### src/rtl/uart_rx_byte_if.sv
// ---------------------------------------------------------------------------
// uart_rx_byte_if
// Purpose : bundles the serial input and byte-output signals of the 8N1 UART
//           receiver so the receiver and its environment connect through one port.
// Signals :
//   rx        serial line, idles high, asynchronous to clk
//   rxdata    last correctly framed byte, LSB = first data bit received
//   rxfinish  one-cycle strobe, rxdata valid on the same cycle
//   frame_err one-cycle strobe when the stop bit samples low
//   busy      high whenever the receiver is not idle
// Modports:
//   master  drives rx and observes the receiver outputs
//   slave   the receiver itself
// ---------------------------------------------------------------------------
interface uart_rx_byte_if;
    logic       rx;
    logic [7:0] rxdata;
    logic       rxfinish;
    logic       frame_err;
    logic       busy;

    modport master (
        output rx,
        input  rxdata,
        input  rxfinish,
        input  frame_err,
        input  busy
    );

    modport slave (
        input  rx,
        output rxdata,
        output rxfinish,
        output frame_err,
        output busy
    );
endinterface

### src/rtl/uart_rx_byte.sv
// ---------------------------------------------------------------------------
// uart_rx_byte
// Purpose : 8N1 UART receiver feeding the cell/UART message buffer. Emits
//           exactly one rxfinish strobe per correctly framed byte and one
//           frame_err strobe per frame whose stop bit samples low.
// Ports   :
//   clk   system clock, all logic on posedge
//   rst   asynchronous, active-high reset
//   bus   uart_rx_byte_if.slave : rx in; rxdata, rxfinish, frame_err, busy out
// Parameters:
//   CLKS_PER_BIT  clk cycles per serial bit (>= 4)
//   CNT_WIDTH     derived width of the bit-period counter
// ---------------------------------------------------------------------------
module uart_rx_byte #(
    parameter int CLKS_PER_BIT = 434
) (
    input  logic            clk,
    input  logic            rst,
    uart_rx_byte_if.slave   bus
);

    localparam int CNT_WIDTH = $clog2(CLKS_PER_BIT);

    localparam logic [CNT_WIDTH-1:0] HALF_CNT = CNT_WIDTH'((CLKS_PER_BIT - 1) / 2);
    localparam logic [CNT_WIDTH-1:0] LAST_CNT = CNT_WIDTH'(CLKS_PER_BIT - 1);

    typedef enum logic [2:0] {
        IDLE,
        START,
        DATA,
        STOP,
        RECOVER
    } state_t;

    state_t                 r_state;
    logic                   r_sync_p0;
    logic                   r_sync_p1;
    logic [CNT_WIDTH-1:0]   r_cnt;
    logic [2:0]             r_bit_idx;
    logic [7:0]             r_shift;
    logic [7:0]             r_rxdata;
    logic                   r_rxfinish;
    logic                   r_frame_err;

    logic                   w_rx_s;

    // Synchronised line; every decision below looks only at this.
    assign w_rx_s = r_sync_p1;

    always_ff @(posedge clk or posedge rst) begin
        if (rst) begin
            // Synchroniser resets to the idle level so a line that is low at
            // release is seen as a fresh falling edge, never as a half frame.
            r_sync_p0   <= 1'b1;
            r_sync_p1   <= 1'b1;
            r_state     <= IDLE;
            r_cnt       <= '0;
            r_bit_idx   <= '0;
            r_shift     <= '0;
            r_rxdata    <= '0;
            r_rxfinish  <= 1'b0;
            r_frame_err <= 1'b0;
        end else begin
            // --- stage p0 -> p1: two-flop synchroniser on rx ---
            r_sync_p0   <= bus.rx;
            r_sync_p1   <= r_sync_p0;

            // Strobes are single-cycle by default.
            r_rxfinish  <= 1'b0;
            r_frame_err <= 1'b0;

            // --- frame FSM on the synchronised line ---
            case (r_state)
                IDLE: begin
                    r_cnt     <= '0;
                    r_bit_idx <= '0;
                    if (!w_rx_s) begin
                        r_state <= START;
                    end
                end

                START: begin
                    // Re-check the line at mid start bit to reject glitches.
                    if (r_cnt == HALF_CNT) begin
                        r_cnt     <= '0;
                        r_bit_idx <= '0;
                        r_state   <= w_rx_s ? IDLE : DATA;
                    end else begin
                        r_cnt <= r_cnt + CNT_WIDTH'(1);
                    end
                end

                DATA: begin
                    // Sampling one full period after mid start keeps every
                    // data sample near the middle of its bit.
                    if (r_cnt == LAST_CNT) begin
                        r_cnt     <= '0;
                        r_shift   <= {w_rx_s, r_shift[7:1]};
                        r_bit_idx <= r_bit_idx + 3'd1;
                        if (r_bit_idx == 3'd7) begin
                            r_state <= STOP;
                        end
                    end else begin
                        r_cnt <= r_cnt + CNT_WIDTH'(1);
                    end
                end

                STOP: begin
                    if (r_cnt == LAST_CNT) begin
                        r_cnt <= '0;
                        if (w_rx_s) begin
                            r_rxdata   <= r_shift;
                            r_rxfinish <= 1'b1;
                            r_state    <= IDLE;
                        end else begin
                            r_frame_err <= 1'b1;
                            r_state     <= RECOVER;
                        end
                    end else begin
                        r_cnt <= r_cnt + CNT_WIDTH'(1);
                    end
                end

                RECOVER: begin
                    // A held-low line (break) parks here: no byte, no repeat error.
                    r_cnt <= '0;
                    if (w_rx_s) begin
                        r_state <= IDLE;
                    end
                end

                default: begin
                    r_state <= IDLE;
                end
            endcase
        end
    end

    assign bus.rxdata    = r_rxdata;
    assign bus.rxfinish  = r_rxfinish;
    assign bus.frame_err = r_frame_err;
    assign bus.busy      = (r_state != IDLE);

endmodule

### src/flat_wrapper.sv
// flat-port wrapper written by rule: the top's interface ports become plain ports
module uart_rx_byte_flat 
#(
    parameter int CLKS_PER_BIT = 434
)
  (clk, rst, bus_rx, bus_rxdata, bus_rxfinish, bus_frame_err, bus_busy);
  uart_rx_byte_if bus_i ();
  input  logic clk;
  input  logic rst;
  input wire logic [$bits(bus_i.rx)-1:0] bus_rx;
  output wire logic [$bits(bus_i.rxdata)-1:0] bus_rxdata;
  output wire logic [$bits(bus_i.rxfinish)-1:0] bus_rxfinish;
  output wire logic [$bits(bus_i.frame_err)-1:0] bus_frame_err;
  output wire logic [$bits(bus_i.busy)-1:0] bus_busy;
  assign bus_i.rx = bus_rx;
  assign bus_rxdata = bus_i.rxdata;
  assign bus_rxfinish = bus_i.rxfinish;
  assign bus_frame_err = bus_i.frame_err;
  assign bus_busy = bus_i.busy;
  uart_rx_byte #(.CLKS_PER_BIT(CLKS_PER_BIT)) u_core (.clk(clk), .rst(rst), .bus(bus_i));
endmodule
### config.mk
export PLATFORM = sky130hd
export DESIGN_NAME = uart_rx_byte_flat
export DESIGN_NICKNAME = d
export VERILOG_FILES = /design/src/rtl/uart_rx_byte_if.sv /design/src/rtl/uart_rx_byte.sv /design/src/flat_wrapper.sv
export SDC_FILE = /design/constraint.sdc
export NUM_CORES = 1
export LEC_CHECK = 0
export CELL_PAD_IN_SITES_DETAIL_PLACEMENT = 0
export CELL_PAD_IN_SITES_GLOBAL_PLACEMENT = 1
export CORE_MARGIN = 2
export CORE_UTILIZATION = 46
export DETAILED_ROUTE_END_ITERATION = 8
export PLACE_DENSITY = 0.89
export SLEW_MARGIN = 20
export SYNTH_ARGS = -nofsm -noshare
export SYNTH_HDL_FRONTEND = slang
export SYNTH_SLANG_ARGS = --single-unit
### constraint.sdc
create_clock -name clk -period 2.6 [get_ports clk]
set_input_delay 0.78 -clock clk [delete_from_list [all_inputs] [get_ports clk]]
set_output_delay 0.78 -clock clk [all_outputs]
set_load 0.01 [all_outputs]
# Word-level counts from Yosys, hierarchy flattened
# Index checks and enable logic that the tools add are counted.
# totals
ff_bits,35
input_bits,3
output_inout_bits,11
word_cells,55
# op_classes
add_sub_neg,2
n_eq_ne,13
n_mux,21
reduce_logical,10
# ops
operator,count
$mux 3,9
$pmux 9 s3,1
$mux 9,2
$pmux 3 s5,1
$ne 2x1->1 const B,5
$add 9x1->9 const B,1
$eq 9x8->1 const B,1
$eq 9x9->1 const B,1
$pmux 3 s3,1
$reduce_bool 3->1,3
$eq 3x2->1 const B,2
$eq 3x3->1 const B,2
$mux 1,6
$reduce_and 3->1,2
$reduce_and 6->1,1
$reduce_or 2->1,2
$add 3x1->3 const B,1
$eq 3x1->1 const B,1
$logic_not 3->1,1
$mux 2,1
$ne 2x2->1 const B,1
$reduce_and 2->1,1

# Depth between registers and ports, before layout
# logic_depth
depth_word,4
ltp_mapped,7
mapped_depth_nobuf,6

# Worst setup path before layout
# Ideal clock, no wire load.
# synth_timing
path_type,register to register
start,reg u_core.r_cnt[1]
end,reg u_core.r_shift[0]
setup_time_ps,125
arrival_time_ps,1803
t_required_ps,2475
setup_slack_ps,673
stages_incl_launch_ff,8
n_path_buf,1
synth_period_minus_slack_ps,1927
cell_sequence,dfrtp_1 inv_1 ha_1 nand4b_4 nor4_4 nor3b_4 buf_6 mux2_2
# synth_between
elab_chain_len,2
# synth_lines
item,line_no,source
"start, declared",uart_rx_byte.sv:38,logic [CNT_WIDTH-1:0] r_cnt;
"start signal, assigned",uart_rx_byte.sv:89,r_cnt <= r_cnt + CNT_WIDTH'(1);
"start signal, assigned",uart_rx_byte.sv:104,r_cnt <= r_cnt + CNT_WIDTH'(1);
"start signal, assigned",uart_rx_byte.sv:120,r_cnt <= r_cnt + CNT_WIDTH'(1);
$eq 9x9->1,uart_rx_byte.sv:96,if (r_cnt == LAST_CNT) begin
$reduce_and 2->1 (no line),-,
"end signal, assigned",uart_rx_byte.sv:98,"r_shift <= {w_rx_s, r_shift[7:1]};"
"end, declared",uart_rx_byte.sv:40,logic [7:0] r_shift;
# Every way passes these cells.
# A chain may end at the register's enable or synchronous reset.

# Worst setup path after layout
# layout_timing
start,reg u_core.r_state[0]
end,out bus_busy
# layout_between
elab_chain_len,1
# layout_lines
item,line_no,source
"start, declared",uart_rx_byte.sv:35,state_t r_state;
"start signal, assigned",uart_rx_byte.sv:87,r_state <= w_rx_s ? IDLE : DATA;
$reduce_bool 3->1,uart_rx_byte.sv:142,assign bus.busy = (r_state != IDLE);
"end, declared",flat_wrapper.sv:14,output wire logic [$bits(bus_i.busy)-1:0] bus_busy;
# Every way passes these cells.

==> results_dict.tcl <==
set metrics [dict create \
    synthFlopType "dfrtp_1" \
    via_count 1219 \
    grt_pass1_wl_um 5820 \
    drive_gt1_frac 0.261 \
    totalNegativeSetupSlack_ps 0 \
    ant_nets 0 \
    skew_ps 7.20 \
    power.share.sequential 0.583 \
    antenna_cells 0 \
    place_congestion 0.826 \
    required_ps 1820 \
    drc 0 \
    hold_path_class "reg -> reg" \
    worstSkewPairLatency_ps 280 \
    setup_ws_ps 210 \
    die_height_um 64.8 \
    grt_util_met1 0.227 \
    clockPowerShare 0.401 \
    drv_cap 0 \
    yosys_warnings 0 \
    clock_path_buffers 2 \
    synth.most_common_cell "dfrtp_1" \
    die_x_um 64.8 \
    via_per_inst 5.72 \
    finalSetupViolations 0 \
    yosysUniqueCellTypes 41 \
    irDropWorstVdd_uv 297 \
    clock.fmax_ghz 0.418 \
    power_density_mw_per_mm2 477 \
    relSlewSlack 0.612 \
    synth_edf_count 0 \
    drt_iter0_drc 110 \
    portBuffers 13 \
    core_mm2 0.00361 \
    first_pass_iters 4 \
    synthCells 144 \
    grt_use_met2 0.304 \
    power_switching_mw 0.205 \
    wl_per_cell_um 15.2 \
    grt_pass1_vias 1273 \
    antenna_found_initial 0 \
    top_usage_layer "met2" \
    hold_viol 0 \
    overflow 0 \
    cts_htree_levels 2 \
    cp_slowest_cell "dfrtp_1" \
    crit_fanout 11 \
    ys_seq_area_frac 0.517 \
    use_met3 0.0503 \
    slowest_delay_ps 590 \
    grt_max_degree 36 \
    cp_cell_sequence "nor2_1, nand2_1, clkdlybuf4s50_1" \
    root_buffer "clkbuf_8" \
    rows 22 \
    dieArea_mm2 0.00420 \
    max_slew.worst_pin.slew_ps 574 \
    synth_area_per_cell_um2 11.8 \
    synth_area_leader_cell "dfrtp_1" \
    synth_top_area_frac 0.486 \
    status "completed" \
    post_cts_buffers 0 \
    swShare 0.217 \
    critPathArrivalTime_ps 1610 \
    tritoncts "built" \
    hpwl_um 2360 \
    internal_power_mw 0.737 \
    final-max-slew-violation-count 0 \
    clk_pin_slew_worst_paths_ps 70 \
    rsz0062_at_grt "no" \
    syn_area_mm2 0.00170 \
    io_pins 14 \
    clock-sinks 35 \
    crit_type "reg -> out" \
    p_comb_frac 0.016 \
    cts_made_buffers 5 \
    final_nets 172 \
    period_share 0.919 \
    endpoint_kind "output port" \
    ys_top_cells_by_count "dfrtp_1, mux2_2, nand2_1, o21ai_0, inv_1" \
    cp-start-kind "register" \
    groute.usage.overall 0.181 \
    whs_ps 357 \
    p_leak_nw 0.922 \
    synthesis.nets 152 \
    fin_crit_ps 2390 \
    ys_top_cells_by_area "dfrtp_1, mux2_2, ha_1" \
    holdBufCountCts 0 \
    syn2layout_area_growth_pct 16.2 \
    cts_resized 0 \
    place_ws_ps 380 \
    initial_core_util 0.471 \
    totalWireLength_um 3230 \
    async_flop_share 1.00 \
    ys_seq_elements 35 \
]
area by class of cell:
| type | instances | area (um2) |
|---|---|---|
| clock buffer | 5 | 68.8 |
| clock inverter | 3 | 20.0 |
| timing repair buffer | 17 | 160 |
| fill | 313 | 1630 |
| inverter | 8 | 30.0 |
| tap | 48 | 60.1 |
| multi-input combinational | 97 | 757 |
| sequential | 35 | 878 |
flip-flops by register name, indices dropped and copies added, names as in the netlist:
register,count
u_core.bus.frame_err,1
u_core.bus.rxdata,8
u_core.bus.rxfinish,1
u_core.r_bit_idx,3
u_core.r_cnt,9
u_core.r_shift,8
u_core.r_state,3
u_core.r_sync_p0,1
u_core.r_sync_p1,1
worst paths after layout:
kind	start	to	slack (ps)	cells after the start
setup reg to reg	u_core.r_cnt[1]$_DFFE_PP0P_	u_core.r_shift[7]$_DFFE_PP0P_	370	6
setup / recovery	u_core.r_state[0]$_DFFE_PP0P_	bus_busy	210	3
hold / removal	u_core.r_sync_p0$_DFF_PP1_	u_core.r_sync_p1$_DFF_PP1_	360	0
hold reg to reg	u_core.r_sync_p0$_DFF_PP1_	u_core.r_sync_p1$_DFF_PP1_	360	0
max in group asynchronous	rst	u_core.r_sync_p1$_DFF_PP1_	1370	3
min in group asynchronous	rst	u_core.r_cnt[2]$_DFFE_PP0P_	900	3
through the flow:
step	utilization	cell area, um2	cells	power (mW)
6_report	0.548	1970	213	0.942
5_1_grt	0.548	1970	213	0.976
4_1_cts	0.548	1970	213	0.951
3_5_place_dp	0.523	1890	205	0.575
3_3_place_gp	0.523	1890	205	0.574
2_1_floorplan	-	1700	144	0.567
power by group through the flow:
stage / Combinational, mW / Clock (mW) / Sequential, mW
final: 0.0147 / 0.378 / 0.549
after global routing: 0.0173 / 0.410 / 0.549
after CTS: 0.0155 / 0.387 / 0.549
after detailed placement: 0.0157 / 0 / 0.559
after global placement: 0.0151 / 0 / 0.559
after floorplan: 0.00855 / 0 / 0.559
layout by cell type (no fill, tap or decap), types with 2 or more instances in the layout:
master | Yosys | layout
clkbuf_8 | 1 | 5
buf_4 | 0 | 4
nand3_1 | 6 | 6
nor4_1 | 2 | 2
clkinvlp_4 | 0 | 2
o21ai_0 | 11 | 11
nor2_1 | 6 | 6
dfstp_2 | 2 | 2
ha_1 | 5 | 5
a311oi_1 | 2 | 2
o32ai_1 | 2 | 2
or2_2 | 2 | 2
a211oi_1 | 2 | 2
nand2_1 | 13 | 13
inv_1 | 8 | 8
mux2_2 | 17 | 17
dfrtp_1 | 33 | 33
a22o_2 | 2 | 2
o211ai_1 | 3 | 3
nor3_1 | 4 | 4
clkdlybuf4s50_1 | 0 | 13
critical path, delay by kind of cell, from the launching register on:
| kind | cells | cell delay [ps] |
|---|---|---|
| flops | 1 | 590 |
| buf+inv | 1 | 520 |
| simple gates | 2 | 220 |
layer usage:
layer | wire (um) | up-vias
li1 | - | 578
met1 | 1370 | 606
met2 | 1660 | 29
met3 | 143 | 6
met4 | 55 | 0
met5 | 0 | -
logic make-up after synthesis:
family                     synth area share
buffers and inverters                0.0375
and+or+nand+nor                       0.166
adders and majority gates            0.0368
AOI/OAI and AO/OA                     0.130
muxes                                 0.113
DFF                                   0.517
Note: power is estimated with default switching activity, not from simulation.
